===== config.mk =====
export PLATFORM = sky130hd
export DESIGN_NAME = multiword_prefix_adder
export DESIGN_NICKNAME = d
export VERILOG_FILES = /design/src/rtl/multiword_prefix_adder.sv
export SDC_FILE = /design/constraint.sdc
export NUM_CORES = 1
export LEC_CHECK = 0
export BUFFER_PORTS_ARGS = -buffer_cell sky130_fd_sc_hd__buf_2
export CAP_MARGIN = 20
export CORE_UTILIZATION = 51
export CTS_BUF_LIST = sky130_fd_sc_hd__clkbuf_4 sky130_fd_sc_hd__clkbuf_8 sky130_fd_sc_hd__clkbuf_16
export DETAILED_ROUTE_END_ITERATION = 7
export PLACE_DENSITY = 0.79
export SYNTH_ARGS = -nofsm -noshare
export SYNTH_HDL_FRONTEND = slang
export SYNTH_SLANG_ARGS = --single-unit
export TNS_END_PERCENT = 10

===== constraint.sdc =====
create_clock -name clk -period 3.3 [get_ports clk]
set_input_delay 0.165 -clock clk [delete_from_list [all_inputs] [get_ports clk]]
set_output_delay 0.165 -clock clk [all_outputs]
set_load 0.02 [all_outputs]

===== src/rtl/multiword_prefix_adder.sv =====
// Streams A+B+cin through one 16-bit Kogge-Stone core, LSW first, carry chained in cr; 1-cycle latency.
// Single output register, in_ready = !out_valid || out_ready. Optional signed overflow port under MWADD_OVF_EN.

module prefix_adder16 (
  input  logic [15:0] a,
  input  logic [15:0] b,
  input  logic        cin,
  output logic [15:0] sum,
  output logic        cout
);

  logic [15:0] p;
  logic [15:0] g0;
  logic [15:0] g1;
  logic [15:0] p1;
  logic [15:0] g2;
  logic [15:0] p2;
  logic [15:0] g3;
  logic [15:0] p3;
  logic [15:0] g4;

  // Carry-in is folded into bit 0 generate, so g4[i] is the carry out of bit i.
  always_comb begin
    p     = a ^ b;
    g0    = a & b;
    g0[0] = g0[0] | (p[0] & cin);
    g1    = g0 | (p  & (g0 << 1));
    p1    = p  & ((p  << 1) | 16'h0001);
    g2    = g1 | (p1 & (g1 << 2));
    p2    = p1 & ((p1 << 2) | 16'h0003);
    g3    = g2 | (p2 & (g2 << 4));
    p3    = p2 & ((p2 << 4) | 16'h000F);
    g4    = g3 | (p3 & (g3 << 8));
    sum   = p ^ {g4[14:0], cin};
    cout  = g4[15];
  end

endmodule

module multiword_prefix_adder #(
  parameter int WORDS = 4
) (
  input  logic        clk,
  input  logic        rst_n,
  input  logic        in_valid,
  output logic        in_ready,
  input  logic [15:0] in_a,
  input  logic [15:0] in_b,
  input  logic        in_cin,
  output logic        out_valid,
  input  logic        out_ready,
  output logic [15:0] out_sum,
  output logic        out_last,
  output logic        out_cout
`ifdef MWADD_OVF_EN
  ,
  output logic        out_ovf
`endif
);

  localparam int IW = (WORDS > 1) ? $clog2(WORDS) : 1;
  localparam logic [IW-1:0] LAST_IDX = IW'(WORDS - 1);

  typedef struct packed {
    logic [15:0] sum;
    logic        last;
    logic        cout;
  } out_reg_t;

  logic [IW-1:0] idx;
  logic          cr;
  out_reg_t      oreg;
  logic          accept;
  logic          is_first;
  logic          is_last;
  logic          core_cin;
  logic [15:0]   core_sum;
  logic          core_cout;

  assign in_ready = !out_valid || out_ready;
  assign accept   = in_valid && in_ready;
  assign is_first = (idx == '0);
  assign is_last  = (idx == LAST_IDX);
  assign core_cin = is_first ? in_cin : cr;

  prefix_adder16 u_core (
    .a    (in_a),
    .b    (in_b),
    .cin  (core_cin),
    .sum  (core_sum),
    .cout (core_cout)
  );

  always_ff @(posedge clk or negedge rst_n) begin
    if (!rst_n) begin
      out_valid <= 1'b0;
      oreg      <= '0;
      idx       <= '0;
      cr        <= 1'b0;
    end else if (accept) begin
      oreg.sum  <= core_sum;
      oreg.last <= is_last;
      oreg.cout <= is_last & core_cout;
      cr        <= core_cout;
      out_valid <= 1'b1;
      idx       <= is_last ? '0 : idx + IW'(1);
    end else if (out_valid && out_ready) begin
      out_valid <= 1'b0;
    end
  end

  assign out_sum  = oreg.sum;
  assign out_last = oreg.last;
  assign out_cout = oreg.cout;

`ifdef MWADD_OVF_EN
  // Carry into bit 15 is recovered as a^b^sum at that bit.
  always_ff @(posedge clk or negedge rst_n) begin
    if (!rst_n) begin
      out_ovf <= 1'b0;
    end else if (accept) begin
      out_ovf <= is_last & ((in_a[15] ^ in_b[15] ^ core_sum[15]) ^ core_cout);
    end
  end
`endif

endmodule


Word-level counts from Yosys, hierarchy flattened
Cells that the tools add are included.
{ "totals": {"reg_bits": 22} }
{ "classes": {"n_eq_ne": 1, "n_bitwise": 17, "addsub": 1, "reduce_logical": 6, "n_mux": 4} }
{ "op_table": {"columns": ["operator", "n"], "rows": [
  ["16-bit AND", 8],
  ["16-bit bitwise OR", 4],
  ["16-bit bitwise XOR", 2],
  ["1-bit two-way mux", 3],
  ["2-bit by 1-bit adder with 2-bit output (second input constant)", 1],
  ["1-bit AND", 2],
  ["2-bit equality test (second input constant)", 1],
  ["1-bit logical AND", 2],
  ["2-bit logical NOT", 1],
  ["2-bit two-way mux", 1],
  ["2-bit nonzero test", 1],
  ["1-bit logical NOT", 1],
  ["1-bit logical OR", 1],
  ["1-bit bitwise OR", 1]
]} }

Logic depth before layout (Yosys ltp)
Gate-level depths: netlist of run 1.
{ "logic_depth": {"word_depth": 13, "mapped_depth": 10, "ltp_nobuf": 10} }

Modules after synthesis
From an unflattened synthesis of run 1, not the netlist that was laid out.
{ "hier_totals": {"hier_cells": 162, "area_unflattened_um2": 1732.9} }
{ "modules_own_cells": {"columns": ["mod", "n_inst", "seq_area_each_um2", "cells_each", "area_each_um2"], "rows": [
  ["multiword_prefix_adder", 1, 550.5, 56, 977.2],
  ["prefix_adder16", 1, 0.0, 106, 755.7]
]} }

Worst setup path after synthesis of run 1
OpenSTA, ideal clock, no wires.
{ "synth_timing": {"path_type": "reg2reg", "from": "register idx[0]", "to": "register oreg (netlist bit out_sum[10])", "stages_incl_launch_ff": 11, "setup_slack_ps": 850, "setup_time_ps": 69, "arrival_time_ps": 2381, "t_required_ps": 3231, "path_buffers": 0, "path_cell_list": "dfrtp_1 > inv_1 > ha_1 > mux2i_1 > fa_1 > fa_1 > nor2b_4 > o211a_4 > o31ai_4 > or4_1 > nand3_1"} }
{ "synth_via": {"elab_chain_cells": 11} }
{ "synth_rtl": {"columns": ["item", "line_no", "source"], "rows": [
  ["start: declaration", "70", "logic [IW-1:0] idx;"],
  ["start signal: assignment", "106", "idx <= is_last ? '0 : idx + IW'(1);"],
  ["2-bit logical NOT", "82", "assign is_first = (idx == '0);"],
  ["1-bit two-way mux", "84", "assign core_cin = is_first ? in_cin : cr;"],
  ["1-bit AND", "26", "g0[0] = g0[0] | (p[0] & cin);"],
  ["1-bit bitwise OR", "26", null],
  ["16-bit AND", "27", "g1 = g0 | (p & (g0 << 1));"],
  ["16-bit bitwise OR", "27", null],
  ["16-bit bitwise OR", "29", "g2 = g1 | (p1 & (g1 << 2));"],
  ["16-bit bitwise OR", "31", "g3 = g2 | (p2 & (g2 << 4));"],
  ["16-bit AND", "33", "g4 = g3 | (p3 & (g3 << 8));"],
  ["16-bit bitwise OR", "33", null],
  ["16-bit bitwise XOR", "34", "sum = p ^ {g4[14:0], cin};"],
  ["end: declaration", "72", "out_reg_t oreg;"]
]} }
Every way passes these cells.
A chain may end at the register's enable or synchronous reset.

Worst setup path after layout of run 1
{ "layout_timing": {"from": "register idx[0]", "to": "register oreg (netlist bit out_sum[8])"} }
{ "layout_via": {"elab_chain_cells": 12} }
{ "layout_rtl": {"columns": ["item", "line_no"], "rows": [
  ["2-bit logical NOT", "82"],
  ["1-bit two-way mux", "84"],
  ["1-bit AND", "26"],
  ["1-bit bitwise OR", "26"],
  ["16-bit AND", "27"],
  ["16-bit bitwise OR", "27"],
  ["16-bit AND", "29"],
  ["16-bit bitwise OR", "29"],
  ["16-bit AND", "31"],
  ["16-bit bitwise OR", "31"],
  ["16-bit bitwise OR", "33"],
  ["16-bit bitwise XOR", "34"]
]} }
Every way passes these cells.

==> results by group, run 1 <==
Status
  • Status: finished, final reports clean

Synthesis
  • FF+latch count, synth: 22
  • Mapped Area: 1820 sq um
  • Netlist cell types: 54
  • Share of the synthesized area in the top cell type: 0.303
  • Avg Synthesized Cell Area: 9.09 sq um
  • Cell with the most instances after synthesis: nand2_1
  • Ys async rst share: 1.00
  • Number of synthesized flops with an enable pin: 0
  • Most used DFF post-synth: dfrtp_1
  • Post-synthesis sequential area ratio: 0.303
  • Synth Net Count: 256
  • Commonest cells in the netlist: nand2_1 (27), dfrtp_1 (22), ha_1 (17), nor2_1 (10), o21ai_0 (10)
  • Post-synth top area cell: dfrtp_1
  • Syn Inst Count: 200
  • Synth Warn #: 0
  • Top post-synthesis cells by area: dfrtp_1 (30%), ha_1 (12%), nand2_1 (5.6%)

Layout
  • Layout cell share with drive strength beyond 1: 0.291
  • # diodes: 0
  • Non-filler cells, final: 300
  • Area grow syn2layout: 20.2%
  • Design Area, Final: 2180 sq um
  • Nets@finish: 311

Timing
  • Achievable Freq: 386 MHz
  • Max Slew Vio Count: 0
  • Period utilisation layout: 0.784
  • # setup viols final: 0
  • Final-report hold violation count: 0
  • Clock Skew: 9.98 ps
  • Setup TNS: 0 ps
  • Tightest Pin Transition: 636 ps
  • Fin crit period: 2590 ps
  • Unrepaired setup endpoints after global routing: false
  • Slew margin rel.: 0.575

Power and ir drop
  • P_leak: 1.09 nW
  • Power density over the cells: 472 nW/um^2
  • Worst VDD drop: 0.000273 V
  • Sw frac: 0.383
  • Internal: 0.000636 W
  • Clock share of power: 0.209
  • Net Switching: 0.000395 W
  • Reg power frac: 0.360
  • Comb pwr share: 0.430

Clock network
  • H-Tree Depth: 1
  • Clock Root Buffer: clkbuf_4
  • CTS tree: done
  • CTS buffer count: 3
  • CTS sink cnt: 22
  • Clock Latency Late Sink: 330 ps
  • Longest Clk Path Bufs: 2
  • Clock transition at path regs: 140 ps

Routing
  • 1st-iter DRT viols: 75
  • Final wirelength: 4.11 mm
  • Drt first pass iters: 4
  • Via density: 5.69
  • WL/cell: 13.7 um
  • Residual DRC: 0
  • Vias: 1,706
  • Post-DRT Antenna Nets: 0

Worst setup path
  • WP data required: 3530 ps
  • CP endpoint kind: register
  • WP data arrival: 2820 ps
  • R2r startpoint: idx[0]
  • CP startpoint: idx[0]
  • Max FO, Critical Path: 4
  • Setup crit start kind: register
  • Start-to-end type of the worst setup path: register to register

Place
  • I/O Buffers: 56
  • Gpl congestion: 0.892
  • Cells after DPL: 295
  • DP Wirelength: 3.27 mm
  • Dpl cell area: 2120 sq um

Global routing
  • Routing usage on met3: 0.0373
  • M1 GR Usage: 0.306
  • Busiest grt layer: met2
  • Grt met2 use: 0.416
  • GRT overflow: 0
  • First-pass GRT wire length: 6.69 mm
  • GRT Overall Usage: 0.241
  • Vias in the first global route: 1,524
  • Largest net degree at the start of global routing: 23
  • Initial antenna violation count: 0

Floorplanning
  • Die Area: 3810 sq um
  • Ports: 57
  • Starting density of the core: 0.541
  • Row count: 21
  • CORE AREA: 3360 sq um
  • Die Y: 61.7 um
  • Die Wd: 61.7 um

Hold path
  • Hold Crit Start: in_valid
  • Hold crit path type: input port to register

Job
  • Max-cap viol count: 0
==> power groups by stage <==
stage | registers (W) | logic, W | clock network, W
floorplan | 0.000440 | 0.000244 | 0
global placement | 0.000374 | 0.000435 | 0
detailed placement | 0.000378 | 0.000443 | 0
CTS | 0.000372 | 0.000446 | 0.000218
global route | 0.000383 | 0.000500 | 0.000226
finish | 0.000371 | 0.000444 | 0.000216
==> metal layers <==
| layer | vias up | part of all wire |
|---|---|---|
| met4 | 0 | 0.017 |
| met1 | 778 | 0.45 |
| met3 | 6 | 0.055 |
| met5 | - | 0 |
| met2 | 58 | 0.48 |
| li1 | 864 | - |
==> cell usage in the layout (no fill, tap or decap), types with 3 or more instances in the layout <==
cell type	Yosys	routed
nor3_1	4	4
dfrtp_1	22	22
o21a_1	4	4
a21oi_1	8	8
o2111ai_1	4	4
nand2b_1	6	6
o21ai_0	10	10
and3_1	3	3
buf_2	3	56
nand3_1	6	6
inv_1	6	6
ha_1	17	17
nor2_1	10	10
o211ai_1	5	5
clkbuf_4	0	3
xor2_1	4	4
a21boi_1	3	3
o21ai_1	6	6
nand2_1	27	27
a21o_1	6	6
==> final timing paths <==
path / to / slack (ps) / cells after the start
setup reg to reg: out_sum[8] / 710 / 10
hold / removal: out_valid / 40 / 2
hold reg to reg: out_sum[3] / 490 / 2
setup / recovery: out_sum[8] / 710 / 10
max in group asynchronous: out_sum[8] / 2640 / 2
min in group asynchronous: out_sum[1] / 310 / 2
==> flip-flops by register name, summed over array words and instances, names as in the netlist <==
| name | flops |
|---|---|
| idx | 2 |
| out_last | 1 |
| cr | 1 |
| out_sum | 16 |
| out_cout | 1 |
| out_valid | 1 |
==> through the flow <==
| stage | util | hold slack (ps) | power [W] | setup slack (ps) |
|---|---|---|---|---|
| 6_report | 0.650 | 36.4 | 0.00103 | 712 |
| 5_1_grt | 0.650 | 33.3 | 0.00111 | 582 |
| 3_3_place_gp | 0.631 | 162 | 0.000809 | 796 |
| 2_1_floorplan | - | -131 | 0.000684 | 850 |
| 3_5_place_dp | 0.631 | 165 | 0.000821 | 730 |
| 4_1_cts | 0.650 | 32.8 | 0.00104 | 707 |
==> cell families (layout without fill, tap and decap cells) <==
group | after synthesis | count (layout) | share of synthesized area
mux | 2 | 2 | 0.0117
compound gates | 68 | 68 | 0.289
fa+ha+maj | 19 | 19 | 0.139
simple gates | 70 | 70 | 0.198
flops | 22 | 22 | 0.303
xor+xnor | 5 | 5 | 0.0241
buf+inv | 14 | 68 | 0.0351
==> final cells by class <==
type,count,area (sq um)
timing repair buffer,58,298
tap,46,57.6
fill,325,1180
multi-input combinational,164,1200
sequential,22,551
clock inverter,1,30.0
clock buffer,3,22.5
inverter,6,22.5
==> timing repair <==
action                                 4_1_cts  5_1_grt
buffers inserted                             0        0
endpoints found under the hold margin       22        0
gates resized for setup                      0        0
hold buffers                                 1        0
==> critical path: stages, from the launching register on <==
cell and delay, ps:
dfrtp_1 390, inv_1 60, ha_1 200, mux2i_1 130, fa_1 390, fa_1 450, nor2b_4 140, o211a_4 190
o31a_1 220, nor3_1 70, o31ai_1 240
No activity file was read; power rests on OpenSTA's default activity.
==> run 2: changes to the inputs <==
Clock period 3.3 ns to 2.6 ns, I/O delays scaled along.
==> run 2 against run 1 <==
Die area did not move. Via count rose by 2.6%. Worst hold slack got worse by 6.6 ps. Final cell count grew 0.33%. First-iteration DRC count increased by 31%. Largest cell class unchanged.
==> results by group, run 2 (synthesis results as in run 1) <==
Timing
  • Achievable Freq: 396 MHz (+2.5%)
  • Fin crit period: 2530 ps (-62.2 ps)
  • # setup viols final: 0 (unchanged)
  • Setup TNS: 0 ps (unchanged)
  • Period utilisation layout: 0.971 (+0.187)
  • Max Slew Vio Count: 0 (unchanged)
  • Tightest Pin Transition: 528 ps (-109 ps)
  • Unrepaired setup endpoints after global routing: true
  • Clock Skew: 15.6 ps (+5.65 ps)
  • Final-report hold violation count: 0 (unchanged)
  • Min Hold Slack: 29.8 ps (-6.59 ps)
  • Slew margin rel.: 0.648 (+0.0734)

Power and ir drop
  • P_leak: 1.09 nW (+0.35%)
  • Internal: 0.000810 W (+27%)
  • Comb pwr share: 0.434 (+0.004)
  • Net Switching: 0.000499 W (+26%)
  • Clock share of power: 0.205 (-0.004)
  • Worst VDD drop: 0.000309 V (+13%)
  • Sw frac: 0.381 (-0.00153)
  • Power density over the cells: 596 nW/um^2 (+26%)
  • Reg power frac: 0.361 (about the same)

Global routing
  • GRT overflow: 0 (unchanged)
  • Largest net degree at the start of global routing: 23 (unchanged)
  • GRT Overall Usage: 0.240 (-0.000786)
  • Vias in the first global route: 1,527 (+0.20%)
  • Initial antenna violation count: 0 (unchanged)
  • First-pass GRT wire length: 6.66 mm (-0.52%)

Routing
  • Post-DRT Antenna Nets: 0 (unchanged)
  • Residual DRC: 0 (unchanged)
  • Final wirelength: 4.22 mm (+2.6%)
  • WL/cell: 14.0 um (+2.2%)
  • 1st-iter DRT viols: 98 (+31%)
  • Drt first pass iters: 4 (unchanged)
  • Via density: 5.82 (+2.3%)
  • Vias: 1,751 (+2.6%)

Worst setup path
  • Setup crit start kind: register
  • R2R setup slack: 70 ps (-640 ps)
  • FF-to-FF path depth: 10 (unchanged)
  • CP startpoint: idx[0]
  • Worst r2r dst: out_sum[8]
  • Max FO, Critical Path: 4 (unchanged)
  • Critical path's slowest cell: fa_1
  • WP data arrival: 2750 ps (-70 ps)
  • Max incr delay on CP: 400 ps (-50 ps)
  • WP data required: 2820 ps (-710 ps)
  • CP cell instances: inv_1 > ha_1 > mux2i_1 > fa_1 > fa_2 > nor2b_4 > o211a_4 > o31a_1 > nor3_1 > o31ai_1
  • CP endpoint: out_sum[8]
  • Start-to-end type of the worst setup path: register to register
  • CP endpoint kind: register
  • R2r startpoint: idx[0]

Place
  • Dpl cell area: 2130 sq um (+0.35%)
  • Gpl congestion: 0.889 (-0.41%)
  • DP Wirelength: 3.31 mm (+1.1%)
  • I/O Buffers: 56 (unchanged)

Floorplanning
  • Row count: 21 (unchanged)
  • Starting density of the core: 0.541 (unchanged)
  • CORE AREA: 3360 sq um (unchanged)
  • Ports: 57 (unchanged)
  • Die Area: 3810 sq um (unchanged)
  • Die Wd: 61.7 um (unchanged)
  • Die Y: 61.7 um (unchanged)

Layout
  • Commonest non-fill, non-tap cell in the layout: buf_2
  • Design Area, Final: 2190 sq um (+0.46%)
  • Layout cell share with drive strength beyond 1: 0.298 (+0.00670)
  • Nets@finish: 312 (+0.32%)
  • Number of flip-flops in the largest register: 16 (unchanged)
  • Multi-input gate area: 1210 sq um (+0.21%)
  • Area grow syn2layout: 20.7%
  • Fillers: 332 (+2.2%)
  • Layout Utilization: 0.653 (+0.00298)
  • # diodes: 0 (unchanged)
  • Storage cell area: 551 sq um (unchanged)
  • Most frequent cells in the layout: buf_2 (56), nand2_1 (27), dfrtp_1 (22)

Clock network
  • CTS tree: done
  • Clock transition at path regs: 140 ps (about the same)
  • Clock Latency Late Sink: 330 ps (about the same)
  • Post-CTS Setup Inserts: 0 (unchanged)
  • Longest Clk Path Bufs: 2 (unchanged)
  • CTS buffer count: 3 (unchanged)
  • CTS sink cnt: 22 (unchanged)
  • H-Tree Depth: 1 (unchanged)
  • Clock Root Buffer: clkbuf_4

Job
  • Max-cap viol count: 0 (unchanged)

Hold path
  • Hold path depth: 2 (unchanged)
  • Hold crit path type: input port to register

Status
  • Status: finished, final reports clean
## run 2: cell type report
cell class	count	share of cell area
clock buffer	3	0.0103
tap	46	0.0262
timing repair buffer	59	0.139
multi-input combinational	164	0.550
inverter	6	0.0103
clock inverter	1	0.0137
sequential	22	0.251
## run 2: through the flow
| step | cells | total power, W | setup WS, ps |
|---|---|---|---|
| finish | 301 | 0.00131 | 74.4 |
| detailed placement | 296 | 0.00104 | 42.8 |
| global route | 301 | 0.00140 | -30.3 |
| CTS | 301 | 0.00132 | 17.7 |
| floorplan | 200 | 0.000869 | 150 |
| global placement | 296 | 0.00103 | 96.5 |
## run 2: worst min path at each step
stage | start | end | slack [ps]
6_report | in_valid | out_valid | 30
5_1_grt | in_valid | out_valid | 10
4_1_cts | in_valid | out_valid | 30
3_5_place_dp | rst_n | out_sum[3] | 120
3_3_place_gp | rst_n | out_sum[2] | 130
2_1_floorplan | rst_n | cr | -170
## run 2: routing by layer
metal,GRT usage,wire length [um],vias up
met1,0.317,1870,815
met4,0.0635,59,0
li1,-,-,859
met3,0.0311,251,6
met5,0,0,-
met2,0.415,2040,71
## run 2: critical path, delay by kind of cell (launching register included)
kind            cells  cell delay, ps
fa+ha+maj           3             990
compound gates      3             640
flops               1             390
simple gates        2             200
mux                 1             130
buf+inv             1              70
## run 2: power groups by stage
stage | clock [W] | combinational, W | sequential, W
6_report | 0.000269 | 0.000568 | 0.000472
5_1_grt | 0.000290 | 0.000631 | 0.000483
4_1_cts | 0.000276 | 0.000568 | 0.000472
3_5_place_dp | 0 | 0.000564 | 0.000479
3_3_place_gp | 0 | 0.000554 | 0.000474
2_1_floorplan | 0 | 0.000310 | 0.000559
## run 2: timing repair
action | in CTS | in global routing
hold buffers | 1 | 0
setup endpoints to repair | 0 | 5
endpoints found under the hold margin | 22 | 0
resized for setup | 0 | 1
